File: src/rtl/corefifo_pkg.sv
// Shared types and pointer-code helpers for the COREFIFO read-side logic.
package corefifo_pkg;

  // Output-buffer states; the encoding equals the number of buffered words.
  typedef enum logic [1:0] {
    S_EMPTY = 2'd0,
    S_ONE   = 2'd1,
    S_TWO   = 2'd2
  } state_t;

  // Widest pointer the helpers handle; callers zero-extend to this width and
  // truncate the result back to ADDRWIDTH+1 bits.
  localparam int PTR_MAX_W = 32;

  function automatic logic [PTR_MAX_W-1:0] bin2gray(input logic [PTR_MAX_W-1:0] b);
    return b ^ (b >> 1);
  endfunction

  // Leading zeros in the Gray input map to leading zeros in binary, so
  // zero-extension keeps the result exact for any ADDRWIDTH.
  function automatic logic [PTR_MAX_W-1:0] gray2bin(input logic [PTR_MAX_W-1:0] g);
    logic [PTR_MAX_W-1:0] b;
    b = g;
    for (int i = 1; i < PTR_MAX_W; i++) b = b ^ (g >> i);
    return b;
  endfunction

endpackage

File: src/rtl/corefifo_rd_ctrl_fwft_if.sv
// Read-side bundle: synchronized write pointer, consumer pop, RAM read port
// and status outputs of the FWFT read controller.
interface corefifo_rd_ctrl_fwft_if #(
  parameter int ADDRWIDTH = 3,
  parameter int WIDTH     = 8
);
  logic [ADDRWIDTH:0]   wr_ptr_gray_sync;
  logic                 re;
  logic [WIDTH-1:0]     ram_rdata;
  logic                 ram_ren;
  logic [ADDRWIDTH-1:0] ram_raddr;
  logic [WIDTH-1:0]     dout;
  logic                 dvld;
  logic                 empty;
  logic                 aempty;
  logic [ADDRWIDTH+1:0] rd_level;
  logic [ADDRWIDTH:0]   rd_ptr_gray;
  logic                 underflow;

  // The read controller.
  modport slave (
    input  wr_ptr_gray_sync, re, ram_rdata,
    output ram_ren, ram_raddr, dout, dvld, empty, aempty, rd_level,
           rd_ptr_gray, underflow
  );

  // Whatever drives the controller: the FIFO top level, or a bench.
  modport master (
    output wr_ptr_gray_sync, re, ram_rdata,
    input  ram_ren, ram_raddr, dout, dvld, empty, aempty, rd_level,
           rd_ptr_gray, underflow
  );
endinterface

File: src/rtl/corefifo_rd_outbuf.sv
// Two-entry first-word-fall-through buffer: dout holds the head word, skid
// catches a word that arrives while the head is not being popped.
module corefifo_rd_outbuf
  import corefifo_pkg::*;
#(
  parameter int WIDTH = 8
) (
  input  logic             clk,
  input  logic             arstn,
  input  logic             srstn,
  input  logic             arr,
  input  logic [WIDTH-1:0] ram_rdata,
  input  logic             re,
  output logic [WIDTH-1:0] dout,
  output logic             dvld,
  output logic [1:0]       occ
);

  state_t           state_q, state_d;
  logic [WIDTH-1:0] dout_q, dout_d;
  logic [WIDTH-1:0] skid_q, skid_d;
  logic             pop;

  assign dvld = (state_q != S_EMPTY);
  assign pop  = re & dvld;
  assign dout = dout_q;
  assign occ  = state_q;

  // Next state and data moves for arrivals and pops.
  always_comb begin
    // NOTE: every target gets its hold value first, so no path can infer a latch.
    state_d = state_q;
    dout_d  = dout_q;
    skid_d  = skid_q;
    case (state_q)
      S_EMPTY: begin
        if (arr) begin
          dout_d  = ram_rdata;
          state_d = S_ONE;
        end
      end
      S_ONE: begin
        if (arr && pop) begin
          dout_d = ram_rdata;
        end else if (arr) begin
          skid_d  = ram_rdata;
          state_d = S_TWO;
        end else if (pop) begin
          state_d = S_EMPTY;
        end
      end
      S_TWO: begin
        if (pop) begin
          dout_d = skid_q;
          if (arr) skid_d = ram_rdata;
          else     state_d = S_ONE;
        end
      end
      default: state_d = S_EMPTY;
    endcase
  end

  // State and data registers; both resets clear everything.
  always_ff @(posedge clk or negedge arstn) begin
    // NOTE: dout and skid are reset too, because dout is visible at the port
    // and must read 0 out of reset, not whatever the RAM last returned.
    if (!arstn) begin
      state_q <= S_EMPTY;
      dout_q  <= '0;
      skid_q  <= '0;
    end else if (!srstn) begin
      state_q <= S_EMPTY;
      dout_q  <= '0;
      skid_q  <= '0;
    end else begin
      // NOTE: non-blocking updates so every register samples pre-edge values.
      state_q <= state_d;
      dout_q  <= dout_d;
      skid_q  <= skid_d;
    end
  end

  // The issue rule never lets a word arrive into a full buffer without a pop.
  assert property (@(posedge clk) disable iff (!arstn || !srstn)
                   !(state_q == S_TWO && arr && !pop));

endmodule

File: src/rtl/corefifo_rd_ctrl_fwft.sv
// COREFIFO read-side controller: read pointer, RAM read issue, level and
// underflow status around the FWFT output buffer. Read clock domain only.
module corefifo_rd_ctrl_fwft
  import corefifo_pkg::*;
#(
  parameter int ADDRWIDTH     = 3,
  parameter int WIDTH         = 8,
  parameter int AEMPTY_THRESH = 2
) (
  input logic                     clk,
  input logic                     arstn,
  input logic                     srstn,
  corefifo_rd_ctrl_fwft_if.slave  bus
);

  localparam int PW = ADDRWIDTH + 1;
  localparam int LW = ADDRWIDTH + 2;

  logic [PW-1:0] wr_bin, rd_ptr_bin, rd_ptr_nxt, rd_ptr_gray_q, ram_cnt;
  logic [LW-1:0] rd_level;
  logic [2:0]    committed;
  logic [1:0]    occ;
  logic          pend, underflow_q, in_rst, ram_empty, ram_ren;
  logic          buf_dvld, dvld, pop;

  // Either reset forces the status outputs to their reset values at once.
  assign in_rst = !arstn || !srstn;

  assign wr_bin     = PW'(gray2bin(PTR_MAX_W'(bus.wr_ptr_gray_sync)));
  assign ram_cnt    = wr_bin - rd_ptr_bin;
  assign ram_empty  = (ram_cnt == '0);
  assign rd_ptr_nxt = rd_ptr_bin + PW'(1);

  assign dvld = buf_dvld && !in_rst;
  assign pop  = bus.re && dvld;

  // Words already owned by the buffer after this edge: never ask for a third.
  assign committed = 3'(occ) - 3'(pop) + 3'(pend);
  assign ram_ren   = !in_rst && !ram_empty && (committed < 3'd2);

  assign rd_level = in_rst ? '0 : LW'(ram_cnt) + LW'(pend) + LW'(occ);

  assign bus.ram_ren     = ram_ren;
  assign bus.ram_raddr   = rd_ptr_bin[ADDRWIDTH-1:0];
  assign bus.dvld        = dvld;
  assign bus.empty       = !dvld;
  assign bus.rd_level    = rd_level;
  assign bus.aempty      = (rd_level <= LW'(AEMPTY_THRESH));
  assign bus.rd_ptr_gray = rd_ptr_gray_q;
  assign bus.underflow   = underflow_q;

  // Read pointer (binary and Gray), in-flight flag and underflow pulse.
  always_ff @(posedge clk or negedge arstn) begin
    if (!arstn) begin
      rd_ptr_bin    <= '0;
      rd_ptr_gray_q <= '0;
      pend          <= 1'b0;
      underflow_q   <= 1'b0;
    end else if (!srstn) begin
      rd_ptr_bin    <= '0;
      rd_ptr_gray_q <= '0;
      pend          <= 1'b0;
      underflow_q   <= 1'b0;
    end else begin
      if (ram_ren) begin
        rd_ptr_bin    <= rd_ptr_nxt;
        rd_ptr_gray_q <= PW'(bin2gray(PTR_MAX_W'(rd_ptr_nxt)));
      end
      pend        <= ram_ren;
      underflow_q <= bus.re && !dvld;
    end
  end

  corefifo_rd_outbuf #(.WIDTH(WIDTH)) u_outbuf (
    .clk       (clk),
    .arstn     (arstn),
    .srstn     (srstn),
    .arr       (pend),
    .ram_rdata (bus.ram_rdata),
    .re        (bus.re),
    .dout      (bus.dout),
    .dvld      (buf_dvld),
    .occ       (occ)
  );

endmodule
File: src/flat_wrapper.sv
// flat-port wrapper written by rule: the top's interface ports become plain ports
module corefifo_rd_ctrl_fwft_flat import corefifo_pkg::*;
#(
  parameter int ADDRWIDTH     = 3,
  parameter int WIDTH         = 8,
  parameter int AEMPTY_THRESH = 2
)
  (clk, arstn, srstn, bus_wr_ptr_gray_sync, bus_re, bus_ram_rdata, bus_ram_ren, bus_ram_raddr, bus_dout, bus_dvld, bus_empty, bus_aempty, bus_rd_level, bus_rd_ptr_gray, bus_underflow);
  corefifo_rd_ctrl_fwft_if #(.ADDRWIDTH(ADDRWIDTH), .WIDTH(WIDTH)) bus_i ();
  input logic clk;
  input logic arstn;
  input logic srstn;
  input wire logic [$bits(bus_i.wr_ptr_gray_sync)-1:0] bus_wr_ptr_gray_sync;
  input wire logic [$bits(bus_i.re)-1:0] bus_re;
  input wire logic [$bits(bus_i.ram_rdata)-1:0] bus_ram_rdata;
  output wire logic [$bits(bus_i.ram_ren)-1:0] bus_ram_ren;
  output wire logic [$bits(bus_i.ram_raddr)-1:0] bus_ram_raddr;
  output wire logic [$bits(bus_i.dout)-1:0] bus_dout;
  output wire logic [$bits(bus_i.dvld)-1:0] bus_dvld;
  output wire logic [$bits(bus_i.empty)-1:0] bus_empty;
  output wire logic [$bits(bus_i.aempty)-1:0] bus_aempty;
  output wire logic [$bits(bus_i.rd_level)-1:0] bus_rd_level;
  output wire logic [$bits(bus_i.rd_ptr_gray)-1:0] bus_rd_ptr_gray;
  output wire logic [$bits(bus_i.underflow)-1:0] bus_underflow;
  assign bus_i.wr_ptr_gray_sync = bus_wr_ptr_gray_sync;
  assign bus_i.re = bus_re;
  assign bus_i.ram_rdata = bus_ram_rdata;
  assign bus_ram_ren = bus_i.ram_ren;
  assign bus_ram_raddr = bus_i.ram_raddr;
  assign bus_dout = bus_i.dout;
  assign bus_dvld = bus_i.dvld;
  assign bus_empty = bus_i.empty;
  assign bus_aempty = bus_i.aempty;
  assign bus_rd_level = bus_i.rd_level;
  assign bus_rd_ptr_gray = bus_i.rd_ptr_gray;
  assign bus_underflow = bus_i.underflow;
  corefifo_rd_ctrl_fwft #(.ADDRWIDTH(ADDRWIDTH), .WIDTH(WIDTH), .AEMPTY_THRESH(AEMPTY_THRESH)) u_core (.clk(clk), .arstn(arstn), .srstn(srstn), .bus(bus_i));
endmodule
File: config.mk
export PLATFORM = sky130hd
export DESIGN_NAME = corefifo_rd_ctrl_fwft_flat
export DESIGN_NICKNAME = d
export VERILOG_FILES = /design/src/rtl/corefifo_pkg.sv /design/src/rtl/corefifo_rd_ctrl_fwft_if.sv /design/src/rtl/corefifo_rd_outbuf.sv /design/src/rtl/corefifo_rd_ctrl_fwft.sv /design/src/flat_wrapper.sv
export SDC_FILE = /design/constraint.sdc
export NUM_CORES = 1
export LEC_CHECK = 0
export ABC_AREA = 1
export CORE_ASPECT_RATIO = 1.75
export CORE_MARGIN = 1.5
export CORE_UTILIZATION = 50
export CTS_BUF_LIST = sky130_fd_sc_hd__clkbuf_8 sky130_fd_sc_hd__clkbuf_16
export CTS_CLUSTER_DIAMETER = 120
export CTS_CLUSTER_SIZE = 20
export DETAILED_ROUTE_END_ITERATION = 7
export GPL_TIMING_DRIVEN = 0
export PLACE_DENSITY = 0.87
export SYNTH_ARGS = -nofsm -noshare
export SYNTH_HDL_FRONTEND = slang
export SYNTH_SLANG_ARGS = --single-unit
File: constraint.sdc
create_clock -name clk -period 8.2 [get_ports clk]
set_input_delay 1.64 -clock clk [delete_from_list [all_inputs] [get_ports clk]]
set_output_delay 1.64 -clock clk [all_outputs]
set_load 0.02 [all_outputs]
-- After elaboration in Yosys (flattened, before gate mapping)
Cells that the tools add are included.
- add/sub/neg operators: 6
- magnitude comparators: 2
- equality and inequality tests: 11
- muxes and demuxes: 25
- bitwise gates (word level): 5
- reduce and logical (&&, ||, !) cells: 18
- operators with widths (operator ; number):
    2-to-1 mux 8 bit ; 8
    one-hot mux 8 bit (3 select lines) ; 1
    2-to-1 mux 4 bit ; 4
    one-hot mux 8 bit (2 select lines) ; 1
    2-to-1 mux 2 bit ; 7
    inequality test 3 bit (second input constant) ; 4
    XOR 4 x 3 -> 4 bit ; 2
    logical AND 1 bit ; 6
    one-hot mux 2 bit (3 select lines) ; 1
    adder 4 x 1 -> 5 bit ; 1
    adder 5 x 2 -> 5 bit ; 1
    less-or-equal comparator 5 x 2 -> 1 bit (second input constant) ; 1
    logical NOT 1 bit ; 5
    2-to-1 mux 5 bit ; 1
    AND reduction 5 bit ; 1
    adder 4 x 1 -> 4 bit (second input constant) ; 1
    logical NOT 4 bit ; 1
    inequality test 4 x 1 -> 1 bit (second input constant) ; 1
    inequality test 4 x 3 -> 1 bit (second input constant) ; 1
    AND reduction 4 bit ; 1
    subtractor 4 bit ; 1
    XOR 4 x 1 -> 4 bit ; 1
    XOR 4 x 2 -> 4 bit ; 1
    adder 3 x 1 -> 3 bit ; 1
    other kinds (13) ; 14
- bits in registers: 28
- input bits: 16
- output and inout port bits: 25
- word-level logic and storage cells: 74

-- Depth between registers and ports, before layout
Gate-level depths: netlist of run 1.
- depth after elaboration: 11
- mapped depth: 15
- mapped depth without buffers: 15

-- Modules after synthesis
Synthesis of run 1 repeated with hierarchy kept, for this count alone.
- cells, all modules: 280
- area total of the unflattened synthesis: 2049.5 um^2
- modules (own cells, without submodules) (module ; instances ; cells an instance ; area each (um^2) ; seq. area each (um^2)):
    corefifo_rd_outbuf ; 1 ; 153 ; 1143.6 ; 450.4
    corefifo_rd_ctrl_fwft ; 1 ; 127 ; 905.9 ; 225.2

-- Worst setup path after synthesis of run 1
Ideal clock, no wire load.
- path type: input port to output port
- start: input bus_wr_ptr_gray_sync[2]
- end: output bus_aempty
- arrival time: 3.939 ns
- required time: 6.560 ns
- slack: 2.621 ns
- cell stages on the path: 15
- buffers on the path: 0
- cells stage by stage: xor2_2 -> xor2_2 -> xnor2_1 -> inv_1 -> ha_1 -> fa_1 -> inv_1 -> fa_1 -> inv_1 -> nand2_1 -> nand3_1 -> nand2_1 -> nor2_1 -> nand2_1 -> inv_1
- longest elaborated chain between the ends: 8
- ends and longest elaborated chain (item ; line ; text):
    from (decl) ; flat_wrapper.sv:13 ; input wire logic [$bits(bus_i.wr_ptr_gray_sync)-1:0] bus_wr_ptr_gray_sync;
    XOR 4 x 3 -> 4 bit ; corefifo_pkg.sv:24 ; for (int i = 1; i < PTR_MAX_W; i++) b = b ^ (g >> i);
    XOR 4 x 2 -> 4 bit (*) ; corefifo_pkg.sv:24 ;
    XOR 4 x 1 -> 4 bit (*) ; corefifo_pkg.sv:24 ;
    subtractor 4 bit (*) ; corefifo_rd_ctrl_fwft.sv:30 ; assign ram_cnt = wr_bin - rd_ptr_bin;
    adder 4 x 1 -> 5 bit (*) ; corefifo_rd_ctrl_fwft.sv:41 ; assign rd_level = in_rst ? '0 : LW'(ram_cnt) + LW'(pend) + LW'(occ);
    adder 5 x 2 -> 5 bit (*) ; corefifo_rd_ctrl_fwft.sv:41 ;
    2-to-1 mux 5 bit (*) ; corefifo_rd_ctrl_fwft.sv:41 ;
    less-or-equal comparator 5 x 2 -> 1 bit (*) ; corefifo_rd_ctrl_fwft.sv:48 ; assign bus.aempty = (rd_level <= LW'(AEMPTY_THRESH));
    to (decl) ; flat_wrapper.sv:21 ; output wire logic [$bits(bus_i.aempty)-1:0] bus_aempty;
Mark *: on every way between the ends. The rest lies on a longest branch, timed or not.

-- Final worst setup path of run 1
- start: input bus_wr_ptr_gray_sync[3]
- end: output bus_aempty
- longest elaborated chain between the ends: 8
- ends and longest elaborated chain (item ; line):
    XOR 4 x 3 -> 4 bit ; corefifo_pkg.sv:24
    XOR 4 x 2 -> 4 bit ; corefifo_pkg.sv:24
    XOR 4 x 1 -> 4 bit (*) ; corefifo_pkg.sv:24
    subtractor 4 bit (*) ; corefifo_rd_ctrl_fwft.sv:30
    adder 4 x 1 -> 5 bit (*) ; corefifo_rd_ctrl_fwft.sv:41
    adder 5 x 2 -> 5 bit (*) ; corefifo_rd_ctrl_fwft.sv:41
    2-to-1 mux 5 bit (*) ; corefifo_rd_ctrl_fwft.sv:41
    less-or-equal comparator 5 x 2 -> 1 bit (*) ; corefifo_rd_ctrl_fwft.sv:48
Marked as above.

==> impl_metrics.json, run 1 <==
{
  "outcome": "finished, final reports clean",
  "clockBufferDepth": 2,
  "vias_per_cell": 5.142,
  "p_sw_w": 0.0002559,
  "tns_ps": 0,
  "power_frac_seq": 0.320,
  "drcViolationCount": 0,
  "setup_ws_ps": 1291,
  "postCtsResizedCells": 0,
  "grt_overflow": 0,
  "drive_gt1_frac": 0.1547,
  "die_w_um": 49.90,
  "yosys_most_used_dff": "dfrtp_1",
  "drt_iter0_drc": 31,
  "fillCellCount": 326,
  "finalNetCount": 309,
  "ir_worst_vdd_uv": 211.9,
  "dr.pass1.iters": 4,
  "boundaryPins": 41,
  "start_kind": "primary input",
  "p_comb_frac": 0.547,
  "postSynthAreaPerCell_um2": 8.224,
  "insertion_delay_ps": 280,
  "crit_required_ps": 6560,
  "layout_worst_path_cycle_share": 0.8425,
  "ys_warn_count": 0,
  "final_cell_area_um2": 2426,
  "cts_buffers": 3,
  "pwr-share-clk": 0.133,
  "rsz0062_at_grt": "false",
  "rrSetupSlack_ps": 5230,
  "grt_max_degree": 29,
  "slew_headroom": 0.5248,
  "finalSetupViolCount": 0,
  "synth-seq-cells": 27,
  "dieArea_um2": 4245,
  "cap_violations": 0,
  "seq_area_frac_synth": 0.3511,
  "cts_tree": "done",
  "vias": 1666,
  "ys_async_sr_fraction": 1.000,
  "maxSlewViolCount": 0,
  "syn_to_final_growth_pct": 26.07,
  "fin_worst_skew_ps": 3.616,
  "rows": 29,
  "antenna_found_initial": 0,
  "fin_crit_ps": 6909,
  "dpl.hpwl_mm": 3.199,
  "hold_buffers": 0,
  "post-cts-setup-buffers": 0,
  "dp_slack_ps": 928.4,
  "grt_pass1_vias": 1683,
  "critical_path_class": "in2out",
  "whs_path_depth": 2,
  "worstMarginPinSlew_ps": 712.8,
  "core_um2": 3665,
  "grt_use_total": 0.2125,
  "grt_pass1_wl_mm": 7.100,
  "post_drt_wl_per_cell_um": 12.55,
  "power.density_nw_per_um2": 245.8,
  "synth_edf_count": 0,
  "insertedDiodeCount": 0,
  "arrival_ps": 5270,
  "cp_max_fo": 3,
  "clock.fmax_mhz": 144.7,
  "swShare": 0.4292,
  "placed_area_um2": 2382,
  "clock-sinks": 27,
  "synth_nets": 264,
  "dieHeight_um": 85.07,
  "cts_max_level": 1,
  "cellLeakagePower_nw": 1.218,
  "gp_congestion": 0.7768,
  "io_buffer_count": 40,
  "syn_area_um2": 1924,
  "start_util": 0.5251,
  "routed_wl_mm": 4.065,
  "drtAntennaViolNets": 0,
  "hold_viol_final": 0,
  "end_kind": "primary output",
  "worstRegToRegCells": 13,
  "clk_pin_slew_ps": 100,
  "synthesis.instances": 234,
  "ys_types": 29,
  "root_buffer": "clkbuf_8",
  "min_path_type": "reg2reg",
  "internal-power_w": 0.0003404
}
[layer usage]
metal / global-route usage / vias to the layer above / part of all wire
met4: 0.06061 / 0 / 0.013
met3: 0.02993 / 5 / 0.032
met2: 0.4097 / 44 / 0.57
met1: 0.2329 / 790 / 0.39
li1: - / 827 / -
met5: 0 / - / 0
[layout by cell type (no fill, tap or decap)]
master / n
nand2_1: 64
clkdlybuf4s50_1: 39
inv_1: 27
dfrtp_1: 27
nand3_1: 19
o21ai_2: 16
nor2_1: 14
o21ai_0: 11
ha_1: 10
xnor2_1: 6
nand2_2: 4
fa_1: 4
inv_2: 3
xor2_1: 3
a21oi_1: 3
buf_6: 3
nor3_1: 3
clkbuf_8: 3
xor2_2: 2
nand2_4: 2
o21ai_1: 2
nand4_1: 2
nand3b_1: 1
buf_2: 1
or2_2: 1
nor2_2: 1
nand3_4: 1
nor2_4: 1
o21bai_4: 1
buf_12: 1
nand3_2: 1
clkinvlp_4: 1
clkbuf_2: 1
[cell families after synthesis]
| group | after synthesis | share of synthesized area |
|---|---|---|
| buffers and inverters | 35 | 0.08907 |
| xor gates and xnor gates | 11 | 0.05787 |
| AOI/OAI and AO/OA | 33 | 0.1242 |
| and+or+nand+nor | 114 | 0.2711 |
| DFF | 27 | 0.3511 |
| adders and majority gates | 14 | 0.1066 |
[metrics by stage]
step | utilization | total power [W] | std cells | hold slack (ps)
detailed placement | 0.6501 | 0.0005203 | 320 | 470.6
global placement | 0.6501 | 0.0005123 | 320 | 458.7
finish | 0.6620 | 0.0005963 | 324 | 495.3
CTS | 0.6634 | 0.0006000 | 324 | 492.7
global route | 0.6620 | 0.0006397 | 324 | 506.8
floorplan | - | 0.0004052 | 234 | 449.6
[synth_stat cells (2+ instances only)]
library cell | instances | area [um2]
inv_2 | 3 | 11.26
o21ai_0 | 11 | 55.05
xor2_2 | 2 | 32.53
o21ai_1 | 2 | 10.01
ha_1 | 10 | 125.1
o21ai_2 | 16 | 140.1
buf_6 | 3 | 33.78
nor2_1 | 14 | 52.55
nand4_1 | 2 | 12.51
xnor2_1 | 6 | 52.55
a21oi_1 | 3 | 15.01
nand2_2 | 4 | 25.02
inv_1 | 27 | 101.4
nor3_1 | 3 | 15.01
xor2_1 | 3 | 26.28
fa_1 | 4 | 80.08
nand2_4 | 2 | 22.52
nand3_1 | 19 | 95.09
dfrtp_1 | 27 | 675.7
nand2_1 | 64 | 240.2
[critical path, cell delays in order]
cell and delay, ps:
clkdlybuf4s50_1 580, xor2_2 220, xor2_2 260, xnor2_1 160
inv_1 60, ha_1 220, fa_1 510, inv_1 80
fa_1 440, inv_1 70, nand2_1 50, nand3_1 100
nand2_1 60, nor2_1 120, nand2_1 70, inv_1 50
clkdlybuf4s50_1 590
[power groups by stage]
stage | Sequential [W] | Combinational (W) | Clock, W
6_report | 0.000191 | 0.000326 | 0.0000791
5_1_grt | 0.000195 | 0.000361 | 0.0000838
4_1_cts | 0.000190 | 0.000330 | 0.0000797
3_5_place_dp | 0.000192 | 0.000328 | 0
3_3_place_gp | 0.000192 | 0.000321 | 0
2_1_floorplan | 0.000218 | 0.000187 | 0
[sequential cells by signal, indices dropped and copies added, names as in the netlist]
register                flops
u_core.bus.rd_ptr_gray      3
u_core.bus.underflow        1
u_core.pend                 1
u_core.rd_ptr_bin           4
u_core.u_outbuf.dout        8
u_core.u_outbuf.occ         2
u_core.u_outbuf.skid_q      8
[final cells by class]
cell class | instances | area (um2) | share of cell area
plain buffers | 5 | 58.81 | 0.02424
clock buffers | 3 | 41.29 | 0.01702
multi-input cells | 172 | 1077 | 0.4440
clock inverters | 1 | 7.507 | 0.003094
well taps | 46 | 57.56 | 0.02372
repair buffers | 40 | 395.4 | 0.1630
flip-flops and latches | 27 | 675.6 | 0.2785
inverters | 30 | 112.6 | 0.04642
[final timing paths]
path	startpoint	endpoint
min in group asynchronous	arstn	u_core.u_outbuf.skid_q[6]$_DFFE_PN0P_
min reg2reg	u_core.u_outbuf.dout[2]$_DFFE_PN0P_	u_core.u_outbuf.dout[2]$_DFFE_PN0P_
max reg2reg	u_core.u_outbuf.occ[1]$_DFFE_PN0P_	u_core.rd_ptr_bin[0]$_DFFE_PN0P_
max	bus_wr_ptr_gray_sync[3]	bus_aempty
max in group asynchronous	arstn	u_core.u_outbuf.dout[4]$_DFFE_PN0P_
min	u_core.u_outbuf.dout[2]$_DFFE_PN0P_	u_core.u_outbuf.dout[2]$_DFFE_PN0P_
Note: power is estimated with default switching activity, not from simulation.
==> run 2: changes to the inputs <==
- CORE_UTILIZATION: 50 -> 46
- PLACE_DENSITY: 0.87 -> 0.84
- clock period: 8.2 -> 6.3 ns (I/O delays scaled with it)
==> impl_metrics.json, run 2 (synthesized netlist as in run 1, its figures left out) <==
{
  "hold_viol_final": 0,
  "core_um2": 4073,
  "die_w_um": 51.89,
  "critPathSlowestCell": "clkdlybuf4s50_1",
  "outcome": "finished, final reports clean",
  "total_power_w": 0.0007777,
  "gp_congestion": 0.7565,
  "fillCellCount": 366,
  "cp_max_fo": 3,
  "tns_ps": 0,
  "finalNetCount": 312,
  "met2_usage": 0.3890,
  "fin_worst_skew_ps": 10.06,
  "power_frac_seq": 0.317,
  "fin_crit_ps": 5993,
  "rrSetupSlack_ps": 3440,
  "boundaryPins": 41,
  "cts_tree": "done",
  "pwr-share-clk": 0.135,
  "slew_headroom": 0.5785,
  "power.density_nw_per_um2": 316.6,
  "crit_required_ps": 5040,
  "rr_startpoint": "u_core.u_outbuf.occ[1]$_DFFE_PN0P_",
  "worstRegToRegCells": 13,
  "drtAntennaViolNets": 0,
  "use_met3": 0.02703,
  "grt_max_degree": 29,
  "p_comb_frac": 0.549,
  "drcViolationCount": 0,
  "critPathMaxStageDelay_ps": 590,
  "dieArea_um2": 4595,
  "clock-sinks": 27,
  "crit_top_cell": "inv_1",
  "insertedDiodeCount": 0,
  "root_buffer": "clkbuf_8",
  "grt_overflow": 0,
  "maxSlewViolCount": 0,
  "crit_chain": "clkdlybuf4s50_1, xor2_2, xor2_2, xnor2_1, inv_1, ha_1, fa_1, inv_1, fa_1, inv_1, nand2_1, nand3_1, nand2_1, nor2_1, nand2_1, inv_1, clkdlybuf4s50_1",
  "internal-power_w": 0.0004481,
  "grtUsageMet1": 0.1911,
  "arrival_ps": 4730,
  "final_cell_area_um2": 2456,
  "cts_max_level": 1,
  "layout_worst_path_cycle_share": 0.9513,
  "start_util": 0.4725,
  "placed_area_um2": 2386,
  "worstMarginPinSlew_ps": 632.2,
  "grt_pass1_vias": 1631,
  "cap_violations": 0,
  "vias_per_cell": 4.961,
  "final_util": 0.6031,
  "clock.fmax_mhz": 166.9,
  "routed_wl_mm": 3.949,
  "grt_use_total": 0.1914,
  "syn_to_final_growth_pct": 27.63,
  "r2r-end": "u_core.bus.rd_ptr_gray[1]$_DFFE_PN0P_",
  "rsz0062_at_grt": "false",
  "worstSetupStartpoint": "bus_wr_ptr_gray_sync[2]",
  "dpl.hpwl_mm": 3.152,
  "crit_path_end": "bus_aempty",
  "final_common_cell": "nand2_1",
  "rows": 31,
  "cellLeakagePower_nw": 1.245,
  "start_kind": "primary input",
  "end_kind": "primary output",
  "insertion_delay_ps": 280,
  "mostFrequentLayoutCells": "nand2_1 (64), clkdlybuf4s50_1 (38), inv_1 (27), dfrtp_1 (27), nand3_1 (19)",
  "cts_buffers": 3,
  "ir_worst_vdd_uv": 172.3,
  "antenna_found_initial": 0,
  "io_buffer_count": 40,
  "post_drt_wl_per_cell_um": 11.97,
  "vias": 1637,
  "finalSetupViolCount": 0,
  "dieHeight_um": 88.56,
  "dpl.cell_count": 323,
  "clk_pin_slew_ps": 90,
  "drt_iter0_drc": 35,
  "hold_buffers": 0,
  "top_usage_layer": "met2",
  "p_sw_w": 0.0003296,
  "drive_gt1_frac": 0.1637,
  "swShare": 0.4238,
  "grt_pass1_wl_mm": 6.762,
  "clockBufferDepth": 2,
  "fin_cells": 330,
  "dr.pass1.iters": 4,
  "critical_path_class": "in2out",
  "min_path_type": "reg2reg"
}
run 2: cell count changes in the layout (fill, tap and decap cells not counted), sizes merged:
| cell | change |
|---|---|
| buf | +4 |
| clkbuf | -1 |
| clkdlybuf4s50 | -1 |
| clkinvlp | -1 |
| dlymetal6s2s | +1 |
| inv | +1 |
run 2: power by group through the flow:
stage / clock network (W) / registers [W] / logic [W]
2_1_floorplan: 0 / 0.000284 / 0.000244
3_3_place_gp: 0 / 0.000247 / 0.000415
3_5_place_dp: 0 / 0.000250 / 0.000424
4_1_cts: 0.000107 / 0.000247 / 0.000427
5_1_grt: 0.000113 / 0.000251 / 0.000475
6_report: 0.000105 / 0.000246 / 0.000427
run 2: stage by stage:
stage / setup slack, ps / hold slack [ps]
after floorplan: 1481 / 449.6
after detailed placement: -171.7 / 462.5
after global routing: 44.19 / 507.2
final: 306.7 / 482.1
after CTS: 99.86 / 485.6
after global placement: -127.9 / 458.6
run 2: worst max-delay path, delay by kind of cell:
kind	cells	cell delay (ps)
buffers and inverters	6	1360
AND/OR/NAND/NOR	5	370
XOR/XNOR	3	610
adder cells (fa/ha/maj)	3	1170
run 2: worst min path at each step:
stage	start	endpoint	cells past startpoint
6_report	u_core.u_outbuf.skid_q[7]$_DFFE_PN0P_	u_core.u_outbuf.skid_q[7]$_DFFE_PN0P_	2
5_1_grt	u_core.u_outbuf.skid_q[7]$_DFFE_PN0P_	u_core.u_outbuf.skid_q[7]$_DFFE_PN0P_	2
4_1_cts	u_core.u_outbuf.skid_q[7]$_DFFE_PN0P_	u_core.u_outbuf.skid_q[7]$_DFFE_PN0P_	2
3_5_place_dp	u_core.u_outbuf.skid_q[7]$_DFFE_PN0P_	u_core.u_outbuf.skid_q[7]$_DFFE_PN0P_	2
3_3_place_gp	u_core.u_outbuf.skid_q[0]$_DFFE_PN0P_	u_core.u_outbuf.skid_q[0]$_DFFE_PN0P_	2
2_1_floorplan	u_core.u_outbuf.skid_q[0]$_DFFE_PN0P_	u_core.u_outbuf.skid_q[0]$_DFFE_PN0P_	2
run 2: final cells by class:
cell class,instances,area [um2],share of cell area
clock inverters,1,8.758,0.003566
flip-flops and latches,27,675.6,0.2751
inverters,30,112.6,0.04585
multi-input cells,172,1077,0.4386
repair buffers,43,420.4,0.1712
plain buffers,5,58.81,0.02394
clock buffers,3,41.29,0.01681
well taps,49,61.31,0.02496
run 2: per-layer routing:
metal  vias up  share of wire
li1        833              -
met2        39           0.57
met5         -              0
met3         6          0.043
met1       759           0.37
met4         0          0.011
run 2: repair_timing:
action,4_1_cts,5_1_grt
setup endpoints to repair,1,1
resized for setup,1,1
pin swaps,0,2
setup buffers,0,3
